**src/rtl/pc_pkg.sv**
```systemverilog
// Shared definitions for the fetch-stage program-counter sequencer:
// next-PC source encoding and the return-stack pointer-width helper.
package pc_pkg;

  typedef enum logic [2:0] {
    SEL_SEQ  = 3'd0,
    SEL_BR   = 3'd1,
    SEL_CALL = 3'd2,
    SEL_RET  = 3'd3,
    SEL_HOLD = 3'd4
  } pc_sel_e;

  // Ceiling log2, evaluated at elaboration to size the return-stack pointer.
  function automatic int clog2(input int n);
    int r;
    r = 0;
    for (int i = 0; i < 31; i++) begin
      if ((1 << i) < n) r = i + 1;
    end
    return r;
  endfunction

endpackage

```
**src/rtl/pc_incr.sv**
```systemverilog
// Constant-step ripple incrementer: a full-adder chain whose addend bits
// are fixed by STEP. Carry-in is 0 and the carry-out is dropped (mod 2^WIDTH).
module pc_incr #(
  parameter int WIDTH = 16,
  parameter int STEP  = 2
) (
  input  logic [WIDTH-1:0] pc_i,
  output logic [WIDTH-1:0] pc_next_o
);

  localparam logic [WIDTH-1:0] ADDEND = WIDTH'(STEP);

  logic [WIDTH-1:0] carry;

  assign carry[0] = 1'b0;

  for (genvar gi = 0; gi < WIDTH; gi++) begin : g_fa
    logic a_b;
    logic b_b;
    assign a_b           = pc_i[gi];
    assign b_b           = ADDEND[gi];
    assign pc_next_o[gi] = a_b ^ b_b ^ carry[gi];
    if (gi < WIDTH - 1) begin : g_carry
      assign carry[gi+1] = (a_b & b_b) | (carry[gi] & (a_b ^ b_b));
    end
  end

endmodule

```
**src/rtl/pc_sequencer.sv**
```systemverilog
// Fetch-stage PC register with sequential/branch/call/return selection and a
// small circular return-address stack carrying sticky overflow/underflow flags.
module pc_sequencer
  import pc_pkg::*;
#(
  parameter int               WIDTH     = 16,
  parameter int               STEP      = 2,
  parameter logic [WIDTH-1:0] RESET_VEC = '0,
  parameter int               RAS_DEPTH = 4
) (
  input  logic             Clock,
  input  logic             Reset,
  input  logic             Stall,
  input  logic             Branch,
  input  logic [WIDTH-1:0] BranchTarget,
  input  logic             Call,
  input  logic             Ret,
  input  logic             ClearErr,
  output logic [WIDTH-1:0] PC,
  output logic [WIDTH-1:0] PCNext,
  output logic             RasEmpty,
  output logic             RasFull,
  output logic             RasOverflow,
  output logic             RasUnderflow
);

  localparam int PTR_W = clog2(RAS_DEPTH);
  localparam int CNT_W = PTR_W + 1;
  localparam logic [CNT_W-1:0] CNT_FULL = CNT_W'(RAS_DEPTH);

  logic [WIDTH-1:0] pc_q, pc_d;
  logic [PTR_W-1:0] top_q, top_d;
  logic [CNT_W-1:0] cnt_q, cnt_d;
  logic             ovf_q, ovf_d;
  logic             unf_q, unf_d;
  logic [WIDTH-1:0] pc_next;
  pc_sel_e          sel;
  logic             underflow_evt;

  logic [WIDTH-1:0] ras_mem [RAS_DEPTH];

  pc_incr #(
    .WIDTH (WIDTH),
    .STEP  (STEP)
  ) u_incr (
    .pc_i      (pc_q),
    .pc_next_o (pc_next)
  );

  always_comb begin
    sel           = SEL_SEQ;
    underflow_evt = 1'b0;
    if (Stall) begin
      sel = SEL_HOLD;
    end else if (Ret) begin
      // An empty-stack return falls through to the sequential address.
      if (cnt_q != '0) sel = SEL_RET;
      else             underflow_evt = 1'b1;
    end else if (Call) begin
      sel = SEL_CALL;
    end else if (Branch) begin
      sel = SEL_BR;
    end
  end

  always_comb begin
    pc_d  = pc_q;
    top_d = top_q;
    cnt_d = cnt_q;
    ovf_d = ClearErr ? 1'b0 : ovf_q;
    unf_d = ClearErr ? 1'b0 : unf_q;
    case (sel)
      SEL_SEQ:  pc_d = pc_next;
      SEL_BR:   pc_d = BranchTarget;
      SEL_RET: begin
        pc_d  = ras_mem[top_q];
        top_d = top_q - 1'b1;
        cnt_d = cnt_q - 1'b1;
      end
      SEL_CALL: begin
        pc_d  = BranchTarget;
        top_d = top_q + 1'b1;
        if (cnt_q == CNT_FULL) ovf_d = 1'b1;
        else                   cnt_d = cnt_q + 1'b1;
      end
      default: ;
    endcase
    if (underflow_evt) unf_d = 1'b1;
  end

  always_ff @(posedge Clock or posedge Reset) begin
    if (Reset) begin
      pc_q  <= RESET_VEC;
      top_q <= '0;
      cnt_q <= '0;
      ovf_q <= 1'b0;
      unf_q <= 1'b0;
    end else begin
      pc_q  <= pc_d;
      top_q <= top_d;
      cnt_q <= cnt_d;
      ovf_q <= ovf_d;
      unf_q <= unf_d;
    end
  end

  // Entry storage is never reset; the Reset gate keeps an aborted push out.
  always_ff @(posedge Clock) begin
    if (!Reset && sel == SEL_CALL) ras_mem[top_q + 1'b1] <= pc_next;
  end

  assign PC           = pc_q;
  assign PCNext       = pc_next;
  assign RasEmpty     = (cnt_q == '0);
  assign RasFull      = (cnt_q == CNT_FULL);
  assign RasOverflow  = ovf_q;
  assign RasUnderflow = unf_q;

endmodule

```
**config.mk**
```make
export PLATFORM = sky130hd
export DESIGN_NAME = pc_sequencer
export DESIGN_NICKNAME = d
export VERILOG_FILES = /design/src/rtl/pc_pkg.sv /design/src/rtl/pc_incr.sv /design/src/rtl/pc_sequencer.sv
export SDC_FILE = /design/constraint.sdc
export NUM_CORES = 1
export LEC_CHECK = 0
export CELL_PAD_IN_SITES_DETAIL_PLACEMENT = 1
export CELL_PAD_IN_SITES_GLOBAL_PLACEMENT = 2
export CORE_MARGIN = 2
export CORE_UTILIZATION = 33
export DETAILED_ROUTE_END_ITERATION = 10
export GPL_ROUTABILITY_DRIVEN = 0
export GPL_TIMING_DRIVEN = 0
export MAX_ROUTING_LAYER = met4
export PLACE_DENSITY_LB_ADDON = 0.1
export SYNTH_ARGS = -nofsm -noshare
export SYNTH_HDL_FRONTEND = slang
export SYNTH_SLANG_ARGS = --single-unit
export TNS_END_PERCENT = 1
```
**constraint.sdc**
```tcl
create_clock -name Clock -period 7.4 [get_ports Clock]
set_input_delay 1.48 -clock Clock [delete_from_list [all_inputs] [get_ports Clock]]
set_output_delay 1.48 -clock Clock [all_outputs]
set_load 0.1 [all_outputs]
```
==> results of run 1 <==
## path summary, 6_finish.rpt
kind                              start  depth (start not counted)           end
min reg2reg                RasUnderflow                          2  RasUnderflow
max reg2reg                       PC[1]                         16        PC[15]
min                        RasUnderflow                          2  RasUnderflow
max                               PC[1]                         15    PCNext[15]
min in group asynchronous         Reset                          2        PC[10]
max in group asynchronous         Reset                          2         PC[5]
## cell usage in the layout (no fill, tap or decap), drive strengths merged, types with 2 or more instances in the layout
cell	Yosys	routed
a2bb2oi	2	2
clkdlybuf4s50	0	57
clkbuf	3	13
nand2	4	4
clkinv	0	4
ha	17	17
o22ai	2	2
a211oi	7	7
mux2i	30	30
inv	15	15
buf	9	9
o21ai	11	11
clkinvlp	0	2
a21oi	7	7
dfrtp	23	23
edfxtp	64	64
a222oi	6	6
a22oi	16	16
nor3	10	10
o21a	2	2
nor2	14	14
xor2	3	3
and2	4	4
## routing by layer
layer  vias up  global-route usage [%]  wire length (um)
met5         -                       -                 0
li1       1169                       -                 -
met3         5                    3.37               373
met1      1278                    24.8              5030
met2        57                    27.5              5050
met4         0                    4.72                85
## sequential cells by signal (all words and copies together) (netlist names)
signal,count
top_q,2
RasUnderflow,1
PC,16
cnt_q,3
RasOverflow,1
ras_mem,64
## logic make-up (layout without fill, tap and decap cells)
group           count (synthesis)  after routing  synth area share (%)
simple gates                   43             43                  6.19
fa+ha+maj                      18             18                  5.97
xor+xnor                        4              4                 0.899
mux                            32             32                  8.66
flops                          87             87                  64.1
compound gates                 57             57                  10.8
buf+inv                        27            100                  3.47
## worst reg2reg max path: stages (launching register included)
cell and delay [ps]:
dfrtp_1 460, ha_1 250, ha_1 180, ha_1 220
ha_1 210, ha_1 190, ha_1 190, ha_1 180
ha_1 200, ha_1 200, ha_1 190, ha_1 220
ha_1 230, ha_1 200, xor2_1 220, a222oi_1 340
a21oi_1 70
## area by class of cell
| class | count | area (um^2) |
|---|---|---|
| Tap cell | 143 | 179 |
| Clock inverter | 6 | 37.5 |
| Clock buffer | 10 | 229 |
| Fill cell | 1166 | 6550 |
| Timing Repair Buffer | 57 | 571 |
| Buffer | 12 | 78.8 |
| Multi-Input combinational cell | 154 | 1270 |
| Sequential cell | 87 | 2500 |
| Inverter | 15 | 56.3 |
## metrics by stage
step / utilization, % / instance area (um^2) / hold WS (ps)
finish: 42.9 / 4910 / 532
floorplan: - / 3900 / 513
detailed placement: 40.5 / 4650 / 525
global route: 42.9 / 4910 / 556
global placement: 40.5 / 4650 / 524
CTS: 42.9 / 4910 / 535
==> impl_metrics.env, run 1 <==
export IMPL_track_usage_pct=18.0
export IMPL_grt_max_degree=24
export IMPL_ys_flop_type="edfxtp_1"
export IMPL_clkSinkCount=87
export IMPL_rsz0062_at_grt="no"
export IMPL_clk_path_buf_depth=2
export IMPL_netlist_area_leader_share_pct=49.3
export IMPL_dr_pass1_iters=4
export IMPL_syn_nets=309
export IMPL_pre_cts_slack_ps=1210
export IMPL_htreeDepth=3
export IMPL_worst_pin_slew_ps=1120
export IMPL_hold_violations=0
export IMPL_crit_buf_inv=1
export IMPL_grt_pass1_vias=2750
export IMPL_cts_hold_buffers=0
export IMPL_hp_class="reg2reg"
export IMPL_cts_setup_buffers=0
export IMPL_worstPathCellList="ha_1 -> ha_1 -> ha_1 -> ha_1 -> ha_1 -> ha_1 -> ha_1 -> ha_1 -> ha_1 -> ha_1 -> ha_1 -> ha_1 -> ha_1 -> xor2_1 -> clkdlybuf4s50_1"
export IMPL_synth_seq_cells=87
export IMPL_synthTopCellsByCount="edfxtp_1, mux2i_1, dfrtp_1"
export IMPL_tns_ps=0
export IMPL_crit_fanout=6
export IMPL_period_minus_slack_ps=6540
export IMPL_wl_um=10500
export IMPL_initial_core_util_pct=34.0
export IMPL_crit_path_start_kind="flip-flop"
export IMPL_cts_root_buf="clkbuf_16"
export IMPL_cts_reportedPaths_clkPinSlew_ps=60
export IMPL_ctsResizeCount=0
export IMPL_portBuffers=57
export IMPL_synth_area_um2=3900
export IMPL_slowest_stage="clkdlybuf4s50_1"
export IMPL_worstPathArrival_ps=5060
export IMPL_min_period_over_period_pct=88.4
export IMPL_yosysSeqAreaShare_pct=64.1
export IMPL_cap_violations=0
export IMPL_drc=0
export IMPL_die_x_um=113
export IMPL_synthCells=268
export IMPL_ys_warn_count=0
export IMPL_hpwl_um=6980
export IMPL_finalMaxSlewViolations=0
export IMPL_final_setup_viol_count=0
export IMPL_worstPathRequired_ps=5920
export IMPL_cp_end_kind="output pin"
export IMPL_synth_top_cells_by_area="edfxtp_1, dfrtp_1, mux2i_1"
export IMPL_fin_nets=377
export IMPL_cpLargestDelayFamily="adder cells"
export IMPL_clock_fmax_mhz=153
export IMPL_synth_edf_count=64
export IMPL_setup_ws_ps=857
export IMPL_cts_tree="built"
export IMPL_antenna_found_initial=0
export IMPL_gr_total_overflow=0
export IMPL_grt_pass1_wl_um=16200
export IMPL_die_h_um=113
export IMPL_cts_made_buffers=9
export IMPL_cp_common_cell="ha_1"
export IMPL_status="finished clean"
export IMPL_drive_gt1_share_pct=9.09
export IMPL_place_inst=468
export IMPL_placementRows=39
export IMPL_core_area_um2=11500
export IMPL_synth_async_reset_ratio_pct=26.4
export IMPL_die_area_um2=12700
export IMPL_synth_top_area_cell="edfxtp_1"
export IMPL_vias=2509
export IMPL_cp_slowest_stage_delay_ps=1220
export IMPL_yosysUniqueCellTypes=43
export IMPL_critPathKind="reg2out"
export IMPL_yosysMostFrequentCell="edfxtp_1"
export IMPL_rrSetupSlack_ps=3510
export IMPL_wl_per_cell_um=21.8
export IMPL_syn2layout_area_growth_pct=26.1
export IMPL_ant_nets=0
export IMPL_antenna_diode_count=0
export IMPL_via_per_inst=5.18
export IMPL_initialDrtViolationCount=179
export IMPL_finClkSkew_ps=8.16
export IMPL_io_pins=59
export IMPL_syn_avg_cell_area_um2=14.5
export IMPL_clk_latency_ps=340
export IMPL_slew_headroom_pct=25.1
export IMPL_fin_cells=484
Power of run 1 is not shown: default switching activity piles up to over one toggle a cycle in this logic, so the estimate is an artifact.
==> run 2: changes to the inputs <==
Settings changed: GPL_ROUTABILITY_DRIVEN 0 to not set.
==> results of run 2 <==
No change in the layout: final DEF, timing and power equal those of run 1.
Power of run 2 is left out for the same reason.
